==> src/rtl/regfile_pkg.sv <==
// Shared definitions for the register-file writeback arbiter.
package regfile_pkg;

  localparam int unsigned REG_AW  = 5;
  localparam int unsigned REG_DW  = 32;
  localparam int unsigned WB_NREQ = 3;
  localparam int unsigned WB_GW   = $clog2(WB_NREQ);

  typedef logic [WB_GW-1:0] grant_id_t;

  // Writeback source indices
  localparam grant_id_t WB_ALU    = grant_id_t'(0);
  localparam grant_id_t WB_LOAD   = grant_id_t'(1);
  localparam grant_id_t WB_MULDIV = grant_id_t'(2);

endpackage

==> src/rtl/regfile_wb_arbiter_rr_pick.sv <==
// Rotating priority encoder: first set request at or after ptr, wrapping.
module rr_pick #(
  parameter int unsigned N  = 3,
  parameter int unsigned PW = 2
) (
  input  logic [N-1:0]  req,
  input  logic [PW-1:0] ptr,
  output logic [N-1:0]  gnt_c,
  output logic [PW-1:0] idx_c,
  output logic          any_c
);

  // Search ptr, ptr+1, ... N-1, 0, ... ptr-1 without a modulo operator
  always_comb begin
    int unsigned j;
    j     = 0;
    gnt_c = '0;
    idx_c = '0;
    any_c = 1'b0;
    for (int unsigned k = 0; k < N; k++) begin
      j = int'(ptr) + k;
      if (j >= N) j = j - N;
      if (!any_c && req[PW'(j)]) begin
        any_c           = 1'b1;
        idx_c           = PW'(j);
        gnt_c[PW'(j)]   = 1'b1;
      end
    end
  end

endmodule

==> src/rtl/regfile_wb_arbiter.sv <==
// Round-robin arbiter sharing the register-file write port between
// writeback sources, with a registered Wt_* output stage.
// Build option: REGFILE_WB_FIXED_PRIO_EN selects fixed lowest-index priority.
module regfile_wb_arbiter
  import regfile_pkg::*;
#(
  parameter int unsigned NREQ = WB_NREQ,
  parameter int unsigned AW   = REG_AW,
  parameter int unsigned DW   = REG_DW
) (
  input  logic                     clk,
  input  logic                     rst,
  input  logic [NREQ-1:0]          req_valid,
  input  logic [NREQ*AW-1:0]       req_addr,
  input  logic [NREQ*DW-1:0]       req_data,
  output logic [NREQ-1:0]          req_ready,
  input  logic                     stall,
  output logic [AW-1:0]            Wt_addr,
  output logic [DW-1:0]            Wt_data,
  output logic                     Wt_en,
  output logic [$clog2(NREQ)-1:0]  grant_id
);

  localparam int unsigned GW = $clog2(NREQ);

  logic [NREQ-1:0] req_eff;
  logic [NREQ-1:0] gnt_c;
  logic [GW-1:0]   idx_c;
  logic [GW-1:0]   pick_ptr;
  logic            any_c;

  logic [AW-1:0]   addr_a [NREQ];
  logic [DW-1:0]   data_a [NREQ];

  logic            wt_en_q,    wt_en_d;
  logic [AW-1:0]   wt_addr_q,  wt_addr_d;
  logic [DW-1:0]   wt_data_q,  wt_data_d;
  logic [GW-1:0]   grant_id_q, grant_id_d;

  // Stall masks every request so no grant can be issued
  assign req_eff = stall ? '0 : req_valid;

`ifdef REGFILE_WB_FIXED_PRIO_EN
  assign pick_ptr = '0;
`else
  logic [GW-1:0] ptr_q, ptr_d;
  assign pick_ptr = ptr_q;
`endif

  rr_pick #(
    .N  (NREQ),
    .PW (GW)
  ) u_pick (
    .req   (req_eff),
    .ptr   (pick_ptr),
    .gnt_c (gnt_c),
    .idx_c (idx_c),
    .any_c (any_c)
  );

  // No handshake may complete while reset is asserted
  assign req_ready = rst ? gnt_c : '0;

  // Unpack the flat request buses into per-requester slices
  always_comb begin
    for (int unsigned i = 0; i < NREQ; i++) begin
      addr_a[i] = req_addr[i*AW +: AW];
      data_a[i] = req_data[i*DW +: DW];
    end
  end

  // Next-state: capture the granted write; r0 writes are consumed but not enabled
  always_comb begin
    wt_en_d    = 1'b0;
    wt_addr_d  = wt_addr_q;
    wt_data_d  = wt_data_q;
    grant_id_d = grant_id_q;
`ifndef REGFILE_WB_FIXED_PRIO_EN
    ptr_d      = ptr_q;
`endif
    if (any_c) begin
      wt_addr_d  = addr_a[idx_c];
      wt_data_d  = data_a[idx_c];
      grant_id_d = idx_c;
      wt_en_d    = (addr_a[idx_c] != '0);
`ifndef REGFILE_WB_FIXED_PRIO_EN
      ptr_d      = (idx_c == GW'(NREQ-1)) ? '0 : idx_c + GW'(1);
`endif
    end
  end

  // Output stage and round-robin pointer; reset discards any pending write
  always_ff @(posedge clk or negedge rst) begin
    if (!rst) begin
      wt_en_q    <= 1'b0;
      wt_addr_q  <= '0;
      wt_data_q  <= '0;
      grant_id_q <= '0;
`ifndef REGFILE_WB_FIXED_PRIO_EN
      ptr_q      <= '0;
`endif
    end else begin
      wt_en_q    <= wt_en_d;
      wt_addr_q  <= wt_addr_d;
      wt_data_q  <= wt_data_d;
      grant_id_q <= grant_id_d;
`ifndef REGFILE_WB_FIXED_PRIO_EN
      ptr_q      <= ptr_d;
`endif
    end
  end

  assign Wt_en    = wt_en_q;
  assign Wt_addr  = wt_addr_q;
  assign Wt_data  = wt_data_q;
  assign grant_id = grant_id_q;

endmodule

==> config.mk <==
export PLATFORM = sky130hd
export DESIGN_NAME = regfile_wb_arbiter
export DESIGN_NICKNAME = d
export VERILOG_FILES = /design/src/rtl/regfile_pkg.sv /design/src/rtl/regfile_wb_arbiter_rr_pick.sv /design/src/rtl/regfile_wb_arbiter.sv
export SDC_FILE = /design/constraint.sdc
export NUM_CORES = 1
export LEC_CHECK = 0
export ABC_AREA = 1
export CORE_MARGIN = 5
export CORE_UTILIZATION = 32
export CTS_CLUSTER_SIZE = 30
export DETAILED_ROUTE_END_ITERATION = 8
export HOLD_SLACK_MARGIN = 0.15
export PLACE_DENSITY = 0.7
export SYNTH_ARGS = -nofsm -noshare
export SYNTH_HDL_FRONTEND = slang
export SYNTH_SLANG_ARGS = --single-unit
export TNS_END_PERCENT = 30
==> constraint.sdc <==
create_clock -name clk -period 6 [get_ports clk]
set_clock_uncertainty 0.05 [all_clocks]
set_input_delay 0.6 -clock clk [delete_from_list [all_inputs] [get_ports clk]]
set_output_delay 0.6 -clock clk [all_outputs]
set_load 0.05 [all_outputs]
# [Word-level counts from Yosys, hierarchy flattened]
# Cells that the tools add are included.
[word_totals] register_bits=42 latchBits=0 mem_bits_rw=0 romBits=0 input_bits=117 out_inout_bits=43 elab_cells=67 n_memories=0
[classes] addsub=6 n_mul=0 div=0 magnitude_cmp=10 eq_ne=1 shifts=0 n_mux=34 n_bitwise=3 n_reduce_logical=8
[op_table] cell="32-bit binary-select mux with 2-bit select" count=1
[op_table] cell="32-bit 2-to-1 mux" count=2
[op_table] cell="3-bit 2-to-1 mux" count=5
[op_table] cell="2-bit 2-to-1 mux" count=7
[op_table] cell="5-bit binary-select mux with 2-bit select" count=1
[op_table] cell="1-bit 2-to-1 mux" count=10
[op_table] cell="5-bit 2-to-1 mux" count=2
[op_table] cell="2-bit by 3-bit < comparator with 1-bit output (second input constant)" count=3
[op_table] cell="1-bit binary-select mux with 2-bit select" count=3
[op_table] cell="1-bit demux with 2-bit select" count=3
[op_table] cell="2-bit by 1-bit >= comparator with 1-bit output (second input constant)" count=3
[op_table] cell="3-bit by 2-bit >= comparator with 1-bit output (second input constant)" count=2
[op_table] cell="3-bit bitwise OR" count=2
[op_table] cell="2-bit subtractor (second input constant)" count=3
[op_table] cell="1-bit logical AND" count=5
[op_table] cell="5-bit nonzero test" count=1
[op_table] cell="2-bit by 1-bit adder with 3-bit output (second input constant)" count=1
[op_table] cell="2-bit by 2-bit adder with 3-bit output (second input constant)" count=1
[op_table] cell="3-bit >= comparator (second input constant)" count=1
[op_table] cell="2-bit NOT with 3-bit output" count=1
[op_table] cell="2-bit by 1-bit adder with 2-bit output (second input constant)" count=1
[op_table] cell="2-bit equality test (second input constant)" count=1
[op_table] cell="2-bit >= comparator (second input constant)" count=1
[op_table] cell="1-bit logical NOT" count=2

# [Longest topological paths before layout]
# Gate-level depths: netlist (run 1).
[depth] ltp_word=17 mapped_depth=19 mapped_depth_nobuf=18

# [By module]
# Synthesis (run 1) repeated with hierarchy kept, for this count alone.
[hier_totals] hier_cells=334 area_unflattened_um2=2519.9
[by_module_without_submodules] module="regfile_wb_arbiter" n_inst=1 cells_each=270 area_each_um2=2187.1 seq_area_each_um2=1051.0
[by_module_without_submodules] module="rr_pick" n_inst=1 cells_each=64 area_each_um2=332.8 seq_area_each_um2=0.0

# [Least setup slack after synthesis (run 1)]
# OpenSTA, ideal clock, no wires.
[synth_path] path_type="register -> output" startpoint="register ptr_q[0], in the netlist pick_ptr[0]" endpoint="output port req_ready[1]" arrival_time_ns=2.115 t_required_ns=5.350 slack_ns=3.235 path_stages_with_launch=14 n_path_buf=0 cell_sequence="dfrtp_1 -> inv_1 -> ha_1 -> inv_2 -> nand3_1 -> nand2_1 -> inv_1 -> nor2_4 -> nand2_2 -> nand2_2 -> nand2_2 -> inv_1 -> a21oi_1 -> nor2_1"
[synth_via] elab_chain_len=12 elab_cells_between_ends=44 cone_classes="5 x add/sub; 9 x order compare; 21 x mux; 2 x bitwise; 7 x reduce/logical"
[synth_lines] element="start, declared" line="regfile_wb_arbiter.sv:46" rtl="logic [GW-1:0] ptr_q, ptr_d;"
[synth_lines] element="start signal, assigned" line="regfile_wb_arbiter.sv:108" rtl="ptr_q <= ptr_d;"
[synth_lines] element="2-bit by 1-bit adder with 3-bit output (tied with other cells)" line="regfile_wb_arbiter_rr_pick.sv:21" rtl="j = int'(ptr) + k;"
[synth_lines] element="3-bit by 2-bit >= comparator with 1-bit output (tied with other cells)" line="regfile_wb_arbiter_rr_pick.sv:22" rtl="if (j >= N) j = j - N;"
[synth_lines] element="2-bit 2-to-1 mux (tied with other cells)" line="regfile_wb_arbiter_rr_pick.sv:22"
[synth_lines] element="2-bit by 3-bit < comparator with 1-bit output (not written as such) (tied with other cells)" line="regfile_wb_arbiter_rr_pick.sv:26" rtl="gnt_c[PW'(j)] = 1'b1;"
[synth_lines] element="1-bit logical AND (not written as such) (tied with other cells)" line="regfile_wb_arbiter_rr_pick.sv:26"
[synth_lines] element="1-bit 2-to-1 mux (not written as such) (tied with other cells)" line="regfile_wb_arbiter_rr_pick.sv:26"
[synth_lines] element="1-bit demux with 2-bit select (tied with other cells)"
[synth_lines] element="3-bit bitwise OR (no source line) or 1-bit 2-to-1 mux (tied branches)"
[synth_lines] element="3-bit 2-to-1 mux or 1-bit logical NOT (tied branches)" line="regfile_wb_arbiter_rr_pick.sv:23" rtl="if (!any_c && req[PW'(j)]) begin"
[synth_lines] element="3-bit bitwise OR (no source line) or 1-bit logical AND (tied branches)"
[synth_lines] element="3-bit 2-to-1 mux *" line="regfile_wb_arbiter_rr_pick.sv:23"
[synth_lines] element="3-bit 2-to-1 mux *" line="regfile_wb_arbiter.sv:62" rtl="assign req_ready = rst ? gnt_c : '0;"
[synth_lines] element="end, declared" line="regfile_wb_arbiter.sv:16" rtl="output logic [NREQ-1:0] req_ready,"
# Every way passes the cells marked *; elsewhere a longest branch is shown, timed or not. The select of a mux whose other input is x is not followed.

# [Final worst setup path (run 1)]
[layout_path] startpoint="register ptr_q[1], in the netlist pick_ptr[1]" endpoint="output port req_ready[1]"
# The elaborated chain is that of the path after synthesis.

==> results.json, run 1 <==
{
  "status": "completed",
  "cts_max_level": 2,
  "grt_max_degree": 48,
  "first_pass_iters": 5,
  "worstPathArrival_ns": 2.96,
  "synth_area_leader_cell": "dfrtp_1",
  "clkTransAtPathRegs_ns": 0.08,
  "fmax_mhz": 277,
  "die_area_sq_um": 10100,
  "cts_tree": "done",
  "critPathKind": "reg2out",
  "fin_setup_tns_ns": 0,
  "cts_root_buffer": "clkbuf_8",
  "drive_gt1_frac": 0.0502,
  "slew_violations": 0,
  "start_util": 0.323,
  "max_slew.worst_pin.slew_ns": 0.996,
  "antenna_found_initial": 0,
  "finalWorstPathRequiredPeriod_ns": 3.61,
  "crit_path_end_kind": "primary output",
  "yosysSeqAreaShare": 0.402,
  "n_antenna_cell": 0,
  "cts_buffer_depth": 2,
  "rows": 33,
  "slew_headroom": 0.336,
  "synth_warnings": 0,
  "hold_path.class": "in2async",
  "grt_usage": 0.180,
  "cts_hold_buffers": 0,
  "vias": 3057,
  "clock_latency_ns": 0.28,
  "numCtsBuffers": 5,
  "synth.area.top_cells": "dfrtp_1, nor2_1, a21oi_1",
  "start_kind": "flop",
  "r2r_end": "pick_ptr[0]$_DFFE_PN0P_",
  "ys_top_cells_by_count": "nor2_1, a21oi_1, dfrtp_1",
  "drcViolationCount": 0,
  "min_period_over_period": 0.601,
  "synth.most_common_cell": "nor2_1",
  "wl_per_cell_um": 14.8,
  "rsz0062_at_grt": "no",
  "hpwl_mm": 6.70,
  "area_growth_pct": 64.4,
  "post_cts_buffers": 0,
  "final-setup-viol-count": 0,
  "cts_sinks": 42,
  "die_h_um": 100,
  "overflow": 0,
  "required_ns": 5.35,
  "final_nets": 638,
  "ys_dominant_reg_cell": "dfrtp_1",
  "grt_pass1_vias": 3145,
  "synth_nets": 492,
  "post-route-cell-area_sq_um": 4290,
  "syn_area_per_cell_sq_um": 7.04,
  "fp.coreArea_sq_um": 8090,
  "synth_cell_type_count": 24,
  "synth_enable_flop_cells": 0,
  "cap_violations": 0,
  "startpoint": "pick_ptr[1]$_DFFE_PN0P_",
  "r2r_start": "pick_ptr[1]$_DFFE_PN0P_",
  "io_buffer_count": 159,
  "finalWirelength_mm": 9.21,
  "viasPerCell": 4.91,
  "pin_count": 160,
  "worstRegToRegCells": 11,
  "async_flop_share": 1.00,
  "grt_pass1_wl_mm": 14.8,
  "synth-seq-cells": 42,
  "r2r_setup_slack_ns": 2.81,
  "drtAntennaViolNets": 0,
  "dpl.cell_count": 615,
  "die_w_um": 100,
  "place_congestion": 0.817,
  "timing.hold.ws_ns": 0.426,
  "fill_cells": 794,
  "dpl_cell_area_sq_um": 4200,
  "post_cts_resized": 0,
  "syn-instance-count": 371,
  "syn_area_sq_um": 2610,
  "crit_fanout": 7,
  "netlist.area_leader.share": 0.402,
  "drtIter0Drc": 84,
  "fin_cells": 623,
  "hold_viol": 0
}
==> how the worst max path moves through the flow <==
stage / to / slack, ns
global placement: req_ready[1] / 2.54
CTS: req_ready[1] / 2.43
finish: req_ready[1] / 2.39
floorplan: req_ready[1] / 3.24
detailed placement: req_ready[1] / 2.45
global route: req_ready[1] / 2.26
==> cell type report <==
type | instances | area, sq um | share of cell area
well taps | 105 | 131 | 0.0306
repair buffers | 160 | 1590 | 0.371
multi-input cells | 286 | 1340 | 0.312
flip-flops and latches | 42 | 1050 | 0.245
clock buffers | 7 | 86.3 | 0.0201
clock inverters | 1 | 5.00 | 0.00117
inverters | 22 | 85.1 | 0.0198
==> per-layer routing <==
layer	wire, um	track usage	vias up
met2	4710	0.320	125
met5	0	0	-
met1	3660	0.217	1406
li1	-	-	1522
met4	61	0.0415	0
met3	784	0.0479	4
==> state kept, by name, summed over array words and instances (netlist names) <==
register and cells:
Wt_data 32, Wt_addr 5, grant_id 2, pick_ptr 2, Wt_en 1
==> layout by cell type, fill, tap and decap left out <==
cell type	instances
clkdlybuf4s50_1	158
nor2_1	106
a21oi_1	68
dfrtp_1	42
nand2_1	34
o21ai_1	31
nand3_1	16
inv_1	15
inv_2	6
o21ai_0	6
clkbuf_8	6
nand2_2	5
a31oi_1	4
ha_1	4
nand3b_1	3
nor2_4	2
nand4_1	2
o22ai_1	2
nand4_2	1
nand2_4	1
nand3_2	1
inv_4	1
clkinv_2	1
clkbuf_1	1
buf_2	1
buf_4	1
==> metrics by stage <==
stage / utilization / worst slack, ns
final: 0.531 / 2.39
after global routing: 0.531 / 2.26
after CTS: 0.531 / 2.43
after detailed placement: 0.519 / 2.45
after global placement: 0.519 / 2.54
after floorplan: - / 3.24
==> worst max-delay path, cell delays in order, from the launching register on <==
cell	delay (ns)
dfrtp_1	0.41
inv_1	0.10
ha_1	0.31
inv_2	0.09
nand3_1	0.07
nand3_1	0.10
nand2_2	0.16
nand2_1	0.12
a21oi_1	0.20
a21oi_1	0.14
nor2_1	0.14
clkdlybuf4s50_1	0.82
==> kinds of logic after synthesis <==
logic type,count (synthesis),synth area share
DFF,42,0.402
AOI/OAI and AO/OA,111,0.216
buffers and inverters,43,0.0839
and+or+nand+nor,171,0.279
adders and majority gates,4,0.0192
Power of run 1 is left out: the tool's default activity adds up to more than one toggle a clock period on the data nets, which glitch-free logic cannot reach.
==> run 2, diff against run 1 <==
Clock period 6 ns to 3.69 ns, I/O delays scaled along.
==> run 2 against run 1 <==
Net effect: sequential share of layout area shrank 0.25 points; non-clock buffer count grew 3; first-iteration DRC count grew 54%; via count grew 0.52%; count of clock-buffer cells in the layout shrank 1; worst setup slack lost 2.0 ns; register-to-register slack lost 2.0 ns; utilization grew 0.54 points; cell area grew 1.0%; die area is the same.
==> results.json, run 2 (synthesis results as in run 1) <==
{
  "drcViolationCount": 0,
  "worstPathArrival_ns": 2.90,
  "pin_count": 160,
  "cts_sinks": 42,
  "cts_tree": "done",
  "largest_register_ffs": 32,
  "max_slew.worst_pin.slew_ns": 0.787,
  "grt_pass1_vias": 3109,
  "clock_latency_ns": 0.29,
  "slowest_delay_ns": 0.80,
  "worst_path_max_delay_cell": "clkdlybuf4s50_1",
  "final-setup-viol-count": 0,
  "numCtsBuffers": 5,
  "status": "completed",
  "antenna_found_initial": 0,
  "drive_gt1_frac": 0.0537,
  "start_kind": "flop",
  "post_cts_buffers": 0,
  "cts_hold_buffers": 1,
  "grt_usage": 0.182,
  "rows": 33,
  "cp_top_family": "buffers and inverters",
  "n_antenna_cell": 0,
  "die_h_um": 100,
  "finalWorstPathRequiredPeriod_ns": 3.31,
  "rsz0062_at_grt": "no",
  "finalWirelength_mm": 9.16,
  "hold_path.class": "reg2reg",
  "wl_per_cell_um": 14.6,
  "overflow": 0,
  "hpwl_mm": 6.84,
  "cts_root_buffer": "clkbuf_8",
  "crit_chain": "inv_1 -> ha_1 -> inv_2 -> nand3_1 -> nand3_1 -> nand2_2 -> nand2_1 -> a21oi_1 -> a21oi_1 -> nor2_1 -> clkdlybuf4s50_1",
  "grt_max_degree": 48,
  "fin_setup_tns_ns": 0,
  "first_pass_iters": 4,
  "slew_violations": 0,
  "vias": 3073,
  "post_cts_resized": 0,
  "io_buffer_count": 159,
  "cts_max_level": 2,
  "mostFrequentLayoutCell": "clkdlybuf4s50_1",
  "die_area_sq_um": 10100,
  "start_util": 0.323,
  "place_congestion": 0.847,
  "crit_path_end_kind": "primary output",
  "slew_headroom": 0.475,
  "fmax_mhz": 302,
  "cap_violations": 0,
  "drtAntennaViolNets": 0,
  "mostFrequentLayoutCells": "clkdlybuf4s50_1, nor2_1, a21oi_1",
  "die_w_um": 100,
  "min_period_over_period": 0.898,
  "final_nets": 641,
  "drtIter0Drc": 129,
  "hold_viol": 0,
  "area_growth_pct": 66.1,
  "viasPerCell": 4.91,
  "grt_pass1_wl_mm": 14.9,
  "crit_fanout": 7,
  "required_ns": 3.27,
  "clkTransAtPathRegs_ns": 0.08,
  "worst-path-buf-inv": 3,
  "fp.coreArea_sq_um": 8090,
  "critPathKind": "reg2out",
  "cts_buffer_depth": 2
}
run 2: cell count changes in the layout (fill, tap and decap cells not counted):
cell	change
buf_4	+2
bufinv_16	+1
clkbuf_8	-1
clkinv_2	-1
clkinvlp_4	+1
dlygate4sd3_1	+1
run 2: layout make-up:
type / instances / area (sq um)
clock inverters: 2 / 37.5
clock buffers: 6 / 72.6
flip-flops and latches: 42 / 1050
repair buffers: 163 / 1620
fillers: 784 / 3750
well taps: 105 / 131
multi-input cells: 286 / 1340
inverters: 22 / 85.1
run 2: per-layer routing:
metal  vias up  track usage  part of all wire
met5         -            0                 0
met4         0       0.0321             0.012
met3        13       0.0605             0.081
met2       120        0.319              0.50
met1      1416        0.218              0.41
li1       1524            -                 -
run 2: final timing paths:
path                            depth (start not counted)                       to               startpoint  slack [ns]
worst min-delay path                                    2  grant_id[1]$_DFFE_PN0P_  grant_id[1]$_DFFE_PN0P_        0.44
worst max-delay path                                   11             req_ready[1]  pick_ptr[1]$_DFFE_PN0P_        0.38
min in group asynchronous                               3  Wt_data[25]$_DFFE_PN0P_                      rst        0.70
worst min register to register                          2  grant_id[1]$_DFFE_PN0P_  grant_id[1]$_DFFE_PN0P_        0.44
max in group asynchronous                               3   Wt_addr[4]$_DFFE_PN0P_                      rst        2.52
worst max register to register                         15  Wt_data[28]$_DFFE_PN0P_  pick_ptr[0]$_DFFE_PN0P_        0.83
run 2: stage by stage:
step / setup slack [ns] / util / std cells / area (sq um) / hold WS, ns
2_1_floorplan: 1.16 / - / 371 / 2610 / 0.0234
3_3_place_gp: 0.692 / 0.521 / 617 / 4220 / 0.425
3_5_place_dp: 0.620 / 0.521 / 617 / 4220 / 0.425
4_1_cts: 0.402 / 0.536 / 626 / 4340 / 0.443
5_1_grt: 0.136 / 0.536 / 626 / 4340 / 0.451
6_report: 0.375 / 0.536 / 626 / 4340 / 0.438
run 2: worst register-to-register path, cell delays in order (launching register included):
cell	delay (ns)
dfrtp_1	0.38
inv_1	0.08
ha_1	0.37
inv_2	0.11
nand3_1	0.07
nand2_1	0.10
inv_1	0.08
nor2_4	0.10
nand2_2	0.08
nand2_1	0.08
nand2_1	0.06
nand2_2	0.37
buf_4	0.50
nor2_1	0.13
o21ai_1	0.11
a21oi_1	0.08
Power of run 2 is left out for the same reason.
==> variant, RTL diff (settings of run 2) <==
Reset style: synchronous (`rst`), changed in one clocked block.
--- a/src/rtl/regfile_wb_arbiter.sv
+++ b/src/rtl/regfile_wb_arbiter.sv
@@ -90,7 +90,7 @@
   end
 
   // Output stage and round-robin pointer; reset discards any pending write
-  always_ff @(posedge clk or negedge rst) begin
+  always_ff @(posedge clk) begin
     if (!rst) begin
       wt_en_q    <= 1'b0;
       wt_addr_q  <= '0;
Function: differs if rst is asserted again (counterexample within 4 cycles, from zero or initial values and one cycle with rst low); with rst held inactive, the same outputs for 10 cycles.
==> variant against run 2 <==
  * Worst setup slack gained 0.50 ns
  * Wire length up 0.91%
  * Sequential cell count unchanged
  * Die area up 0.47%
  * Critical path type unchanged
  * Non-clock buffer count is 3 higher
  * Area after synthesis is 0.53% higher
  * Cell area grew 1.6%
  * Synthesized cell count is 6.2% higher
  * Core utilization increased by 0.83 points
==> variant: results (changes against run 2) <==
* M2 GR Usage at 30.1% (-1.7 points)
* Max-slew headroom at 62.6% (+15 points)
* CTS buffer count at 5 (unchanged)
* Metal3 WL at 841 um (+13%)
* Post-Synth Adder-Cell Area at 1.91% (-0.010 points)
* Status: complete, no violations
* Final #Nets at 662 (+3.3%)
* Post-cts repair resize count at 0 (unchanged)
* CP startpoint: pick_ptr[0]
* Total wire length at 9240 um (+0.91%)
* RR Endpoint: Wt_data[14]
* Max reg flops at 32 (unchanged)
* R2R Setup Slk at 0.90 ns (+0.07 ns)
* Vias in the first global route at 3131 (+0.71%)
* Synth area leaders: dfxtp_1 32%, a21oi_1 16%, o21ai_0 9.7%
* Via density per instance at 4.87 (-0.70%)
* Met2 WL post-DR at 4380 um (-4.2%)
* Post-synthesis xor/xnor area fraction at 0% (unchanged)
* Largest net degree at the start of global routing at 48 (unchanged)
* Worst-path clk slew at 0.08 ns (about the same)
* Hold Slack at 0.467 ns (+0.0288 ns)
* Total global-route track usage at 17.6% (-0.53 points)
* WL met1 at 3840 um (+2.8%)
* Port buffer count at 159 (unchanged)
* Mux cell area share after synthesis at 0% (unchanged)
* Clock period minus worst slack at 2.82 ns (-0.497 ns)
* Combinational Power at 3480 uW
* Gate Count Post-Synth at 394 (+6.2%)
* Synth top cells by count: 83 x a21oi_1, 57 x inv_1, 51 x o21ai_0
* Worst-Skew Late Latency at 0.29 ns (about the same)
* DR iter-0 viols at 88 (-32%)
* Grt met1 use at 21.5% (-0.35 points)
* Beginning of the worst hold path: pick_ptr[1]
* Global-route wire length before repair at 14500 um (-2.3%)
* Yosys warning total at 0 (unchanged)
* Critical Path Fanout Max at 7 (unchanged)
* Pre-CTS WS at 0.892 ns (+0.272 ns)
* Dpl cell area at 0.00430 mm2 (+1.8%)
* Hold bufs inserted after CTS at 0 (-1)
* Layout cells sized above 1 at 9.04% (+3.7 points)
* Register area share after synthesis at 32.0% (-8.2 points)
* H-tree depth at 2 (unchanged)
* Distinct cells, synth at 27 (+13%)
* Ys async rst share at 0% (-100 points)
* Max Used Layer: met4
* Placer congestion estimate at 0.892 (+5.3%)
* Longest Clk Path Bufs at 2 (unchanged)
* M3 GR Usage at 5.33% (-0.72 points)
* Power after layout at 4600 uW
* Vias at 3154 (+2.6%)
* CTS root buffer: clkbuf_8
* Post-CTS Setup Repair Bufs at 0 (unchanged)
* Hpwl dp at 6930 um (+1.3%)
* Peak supply drop at 403 uV
* Synth Area in Compound Gates at 35.9% (+14 points)
* Leak at 0.00188 uW
* Reg2reg path depth at 12 (-3)
* End of the worst hold path: pick_ptr[1]
* Total placed cells including tap cells at 639 (+3.6%)
* Syn nets at 515 (+4.7%)
==> variant: cell count changes in the layout (fill, tap and decap cells not counted), sizes merged, moves of 4 or more <==
cell,change
a21oi,+32
a31oi,-4
o21ai,+36
nor2,-92
inv,+41
dfxtp,+42
buf,+6
dfrtp,-42
==> variant: worst max-delay path: stages, from the launching register on <==
cell and delay [ns]:
dfxtp_1 0.38, inv_1 0.08, ha_1 0.37, inv_2 0.13, nand3_1 0.07, nand2_1 0.10
inv_2 0.05, nor2_4 0.11, nand2_2 0.09, nand2_2 0.08, nand2_4 0.08, o21ai_0 0.10
inv_1 0.10, nor2_1 0.19, buf_12 0.17
==> variant: final cells by class <==
cell class / count / area (um2)
clock inverters: 2 / 37.5
repair buffers: 166 / 1690
multi-input cells: 262 / 1400
clock buffers: 6 / 72.6
fillers: 782 / 3690
inverters: 64 / 240
flip-flops and latches: 42 / 841
well taps: 105 / 131
